File: config.mk
export PLATFORM = sky130hd
export DESIGN_NAME = alu_arbiter
export DESIGN_NICKNAME = d
export VERILOG_FILES = /design/src/rtl/alu_arbiter.sv
export SDC_FILE = /design/constraint.sdc
export NUM_CORES = 1
export LEC_CHECK = 0
export ABC_CLOCK_PERIOD_IN_PS = 4500
export BUFFER_PORTS_ARGS = -buffer_cell sky130_fd_sc_hd__buf_2
export CORE_AREA = 2 2 120 122
export CTS_BUF_LIST = sky130_fd_sc_hd__clkbuf_4
export DETAILED_ROUTE_END_ITERATION = 8
export DIE_AREA = 0 0 122 124
export SLEW_MARGIN = 20
export SYNTH_ARGS = -nofsm -noshare
export SYNTH_HDL_FRONTEND = slang
export SYNTH_SLANG_ARGS = --single-unit
File: constraint.sdc
create_clock -name I_clk -period 4.5 [get_ports I_clk]
set_clock_uncertainty 0.1 [all_clocks]
set_input_delay 0.675 -clock I_clk [delete_from_list [all_inputs] [get_ports I_clk]]
set_output_delay 0.675 -clock I_clk [all_outputs]
set_load 0.005 [all_outputs]
File: src/rtl/alu_arbiter.sv
// Round-robin arbiter sharing one combinational ALU between two requesters,
// with a single registered response slot per requester.
module alu_arbiter #(
  parameter int unsigned WIDTH      = 32,
  parameter bit          PRIO_RESET = 1'b0
) (
  input  logic             I_clk,
  input  logic             I_rst,
  input  logic             I_req0_valid,
  output logic             O_req0_ready,
  input  logic [WIDTH-1:0] I_req0_a,
  input  logic [WIDTH-1:0] I_req0_b,
  input  logic [3:0]       I_req0_op,
  output logic             O_rsp0_valid,
  input  logic             I_rsp0_ready,
  output logic [WIDTH-1:0] O_rsp0_result,
  input  logic             I_req1_valid,
  output logic             O_req1_ready,
  input  logic [WIDTH-1:0] I_req1_a,
  input  logic [WIDTH-1:0] I_req1_b,
  input  logic [3:0]       I_req1_op,
  output logic             O_rsp1_valid,
  input  logic             I_rsp1_ready,
  output logic [WIDTH-1:0] O_rsp1_result,
  output logic [WIDTH-1:0] O_alu_a,
  output logic [WIDTH-1:0] O_alu_b,
  output logic [3:0]       O_alu_op,
  input  logic [WIDTH-1:0] I_alu_result
);

  logic [1:0]       rsp_valid;
  logic [WIDTH-1:0] rsp_data0;
  logic [WIDTH-1:0] rsp_data1;
  logic             last_grant;
  logic             elig0;
  logic             elig1;
  logic             grant0;
  logic             grant1;

  // A requester is eligible only if its slot is free or draining this cycle,
  // so a stalled consumer never blocks the other requester.
  always_comb begin
    elig0  = I_req0_valid && (!rsp_valid[0] || I_rsp0_ready);
    elig1  = I_req1_valid && (!rsp_valid[1] || I_rsp1_ready);
    grant0 = !I_rst && elig0 && (!elig1 || last_grant);
    grant1 = !I_rst && elig1 && (!elig0 || !last_grant);
    O_alu_a  = '0;
    O_alu_b  = '0;
    O_alu_op = '0;
    if (grant0) begin
      O_alu_a  = I_req0_a;
      O_alu_b  = I_req0_b;
      O_alu_op = I_req0_op;
    end else if (grant1) begin
      O_alu_a  = I_req1_a;
      O_alu_b  = I_req1_b;
      O_alu_op = I_req1_op;
    end
  end

  assign O_req0_ready  = grant0;
  assign O_req1_ready  = grant1;
  assign O_rsp0_valid  = rsp_valid[0];
  assign O_rsp1_valid  = rsp_valid[1];
  assign O_rsp0_result = rsp_data0;
  assign O_rsp1_result = rsp_data1;

  always_ff @(posedge I_clk) begin
    if (I_rst) begin
      rsp_valid  <= '0;
      rsp_data0  <= '0;
      rsp_data1  <= '0;
      last_grant <= ~PRIO_RESET;
    end else begin
      if (grant0) begin
        rsp_data0    <= I_alu_result;
        rsp_valid[0] <= 1'b1;
        last_grant   <= 1'b0;
      end else if (rsp_valid[0] && I_rsp0_ready) begin
        rsp_valid[0] <= 1'b0;
      end
      if (grant1) begin
        rsp_data1    <= I_alu_result;
        rsp_valid[1] <= 1'b1;
        last_grant   <= 1'b1;
      end else if (rsp_valid[1] && I_rsp1_ready) begin
        rsp_valid[1] <= 1'b0;
      end
    end
  end

endmodule

# == Word-level counts from Yosys, hierarchy flattened ==
# Cells that the tools add are included.
# word_totals
out_inout_bits,136
inputBits,174
regBits,67
wordCells,36
# op_classes
n_reduce_logical,21
mux,10
# ops
cell,count
$mux 32,4
$logic_and 1x1->1,8
$mux 4,2
$logic_not 1->1,6
$logic_or 1x1->1,4
$mux 1,4
$reduce_bool 2->1,2
$reduce_or 2->1,1

# == Logic depth before layout (Yosys ltp) ==
# depth
word_depth,8
depth_mapped,5
ltp_nobuf,3

# == Worst setup path before layout ==
# OpenSTA, ideal clock, no wires.
# synth_path
path_type,in2out
from,input port I_rsp1_ready
to,output port O_alu_a[19]
arrival_ns,1.552
path_stages,5
path_buffers,2
required_time_ns,3.725
slack_ns,2.173
cell_sequence,and2b_1 -> o211ai_2 -> buf_6 -> buf_6 -> o32ai_2
# synth_via
elab_chain_len,6
elab_cells_between_ends,9
classes_between,mux: 2; reduce/logical: 7
# synth_rtl
item,line_no,text
start: declaration,23,"input logic I_rsp1_ready,"
$logic_or 1x1->1 (*),44,elig1 = I_req1_valid && (!rsp_valid[1] || I_rsp1_ready);
$logic_and 1x1->1 (*),44,
$logic_and 1x1->1 / $logic_not 1->1 (equally long branches),"46, 45",
$logic_and 1x1->1 / $logic_or 1x1->1 (equally long branches),"46, 45",
$mux 32 / $logic_and 1x1->1 (equally long branches),"54, 45",
$mux 32 (*),50,if (grant0) begin
end: declaration,25,"output logic [WIDTH-1:0] O_alu_a,"
# Every way passes the cells marked *; elsewhere a longest branch is shown, timed or not.

# == Worst setup path after layout ==
# layout_path
from,input port I_rsp1_ready
to,output port O_alu_a[16]
# Same word-level chain as after synthesis.

==> impl_metrics.json <==
{
  "status": "finished clean",
  "grt-ovfl-total": 0,
  "seq_area_frac_synth": 0.308,
  "min_period_over_period": 0.678,
  "die_area_um2": 15100,
  "powerDensity_nw_per_um2": 236,
  "via_count": 4407,
  "syn_to_final_growth_pct": 39.3,
  "ir_drop_v": 0.000179,
  "netlist_instances": 498,
  "synth_top_area_frac": 0.308,
  "rows": 43,
  "cts_resized": 0,
  "grt_setup_unrepaired": "false",
  "cp_slowest_cell": "o211ai_4",
  "hold_viol": 0,
  "die_w_um": 122,
  "grt_start_max_net_pins": 96,
  "grt_pass1_wl_mm": 20.9,
  "cts_hold_buffers": 0,
  "n_antenna_cell": 0,
  "clock_latency_ps": 410,
  "start_util": 0.317,
  "max_stage_delay_ps": 590,
  "critPathMaxFanout": 25,
  "holdCritStartpoint": "O_rsp1_result[27]",
  "tightest_slew_ps": 681,
  "grt_usage": 0.179,
  "synth_edf_count": 0,
  "die_h_um": 124,
  "routedWlPerCell_um": 15.5,
  "cts_max_level": 3,
  "setup_tns_ps": 0,
  "dp_hpwl_mm": 11.6,
  "power.leakage_uw": 0.00323,
  "ys_warn_count": 0,
  "cp_cell_sequence": "buf_2, and2b_1, o211ai_4, buf_4, o32ai_1, buf_2",
  "wirelength_met1_mm": 5.95,
  "synth.top_cells.by_count": "nand2b_1, inv_1, dfxtp_1",
  "path_common_cell": "buf_2",
  "drt-pass1-iter-count": 4,
  "min_period_ps": 3050,
  "cts_buffers": 9,
  "viasPerCell": 4.57,
  "final_layout_size_suffix_gt1_frac": 0.442,
  "synth_flop_cell": "dfxtp_1",
  "regToRegEndpoint": "O_rsp0_result[15]",
  "finalSetupViolCount": 0,
  "critPathKind": "in -> out",
  "grt_pass1_vias": 3905,
  "start_kind": "input port",
  "synthArstFlopShare": 0,
  "antenna_left": 0,
  "r2r_setup_slack_ps": 2170,
  "met3_length_mm": 1.67,
  "timing.fmax_mhz": 328,
  "cts_tree": "done",
  "yosysMostFrequentCell": "nand2b_1",
  "drt_iter0_markers": 260,
  "highest-signal-layer": "met4",
  "ys_types": 21,
  "min_to": "O_rsp1_result[27]",
  "end_kind": "output pin",
  "portBuffers": 309,
  "cts_buffer_depth": 2,
  "drv_slew": 0,
  "gp_congestion": 0.778,
  "wl_met2_mm": 7.21,
  "worstRegToRegCells": 5,
  "avgSynthCellArea_um2": 8.74,
  "fin_hold_ws_ps": 375,
  "holdPathStages": 2,
  "ys_ff_latch": 67,
  "arrival_ps": 2280,
  "fin_nets": 954,
  "io_pins": 310,
  "synth_top_cell_by_area": "dfxtp_1",
  "syn_nets": 672,
  "required_ps": 3720,
  "cts.sinks": 67,
  "design.core.area_um2": 13700,
  "reg2reg_from": "rsp_valid[1]",
  "antenna_found_initial": 0,
  "drc": 0,
  "post_cts_buffers": 0,
  "maxSlewHeadroom": 0.544,
  "worst_slack_ps": 1450,
  "netlist_top_cells_area": "dfxtp_1, nand2b_1, mux2i_1",
  "clk_pin_slew_worst_paths_ps": 110,
  "drv_cap": 0,
  "netlist_area_um2": 4350,
  "hp-class": "reg -> reg",
  "wl_mm": 15.0,
  "clockRootBuffer": "clkbuf_4",
  "dp_worst_setup_slack_ps": 1470
}
[registers in the layout, indices dropped and copies added (netlist names)]
| register | flops |
|---|---|
| last_grant | 1 |
| rsp_valid | 2 |
| O_rsp1_result | 32 |
| O_rsp0_result | 32 |
[cell usage in the layout (no fill, tap or decap), drive strengths merged]
cell type  count
o32ai         68
nand2          1
clkbuf         9
nand2b       167
o211a          2
clkinv         4
a21oi          3
nor2b          1
and2b          1
o21ai          2
dfxtp         67
nor2           3
buf          319
inv           68
clkinvlp       3
o21bai         1
mux2i         64
o211ai         2
[worst max path at each step]
| stage | startpoint | endpoint | slack, ps | cells after the start |
|---|---|---|---|---|
| 2_1_floorplan | I_rsp1_ready | O_alu_a[19] | 2170 | 5 |
| 3_3_place_gp | I_rsp1_ready | O_alu_a[12] | 1470 | 6 |
| 3_5_place_dp | I_rsp1_ready | O_alu_a[16] | 1470 | 6 |
| 4_1_cts | rsp_valid[1] | O_alu_a[16] | 1450 | 5 |
| 5_1_grt | rsp_valid[1] | O_alu_a[16] | 1290 | 5 |
| 6_report | I_rsp1_ready | O_alu_a[16] | 1450 | 6 |
[stage by stage]
step,power [uW],cells,cell area (um2),utilization
after global placement,1120,949,5950,0.434
after detailed placement,1120,949,5950,0.434
final,1430,965,6060,0.442
after global routing,1530,965,6060,0.442
after floorplan,919,498,4350,-
after CTS,1460,965,6060,0.442
[where the power goes]
group | internal, uW | switching, uW
clock network | 110 | 221
logic | 224 | 221
registers | 635 | 20.5
[metal layers]
metal | track usage | up-vias
li1 | - | 2246
met1 | 0.212 | 1960
met2 | 0.295 | 189
met3 | 0.0774 | 12
met4 | 0.0496 | 0
met5 | 0 | -
[kinds of logic after synthesis]
kind of cell | after synthesis | synth area share
buf+inv | 116 | 0.124
flops | 67 | 0.308
simple gates | 173 | 0.247
compound gates | 78 | 0.174
mux | 64 | 0.147
[worst max-delay path: cells and delay by family]
kind | cells | cell delay (ps)
AOI/OAI and AO/OA | 2 | 710
buffers and inverters | 3 | 660
and+or+nand+nor | 1 | 220
[area by class of cell]
class | instances | area, um2
multi-input cells | 315 | 2480
clock inverters | 7 | 45.0
well taps | 180 | 225
fillers | 1462 | 7650
inverters | 68 | 255
clock buffers | 9 | 67.6
repair buffers | 319 | 1650
flip-flops and latches | 67 | 1340
Power figures use the tool's default switching activity.
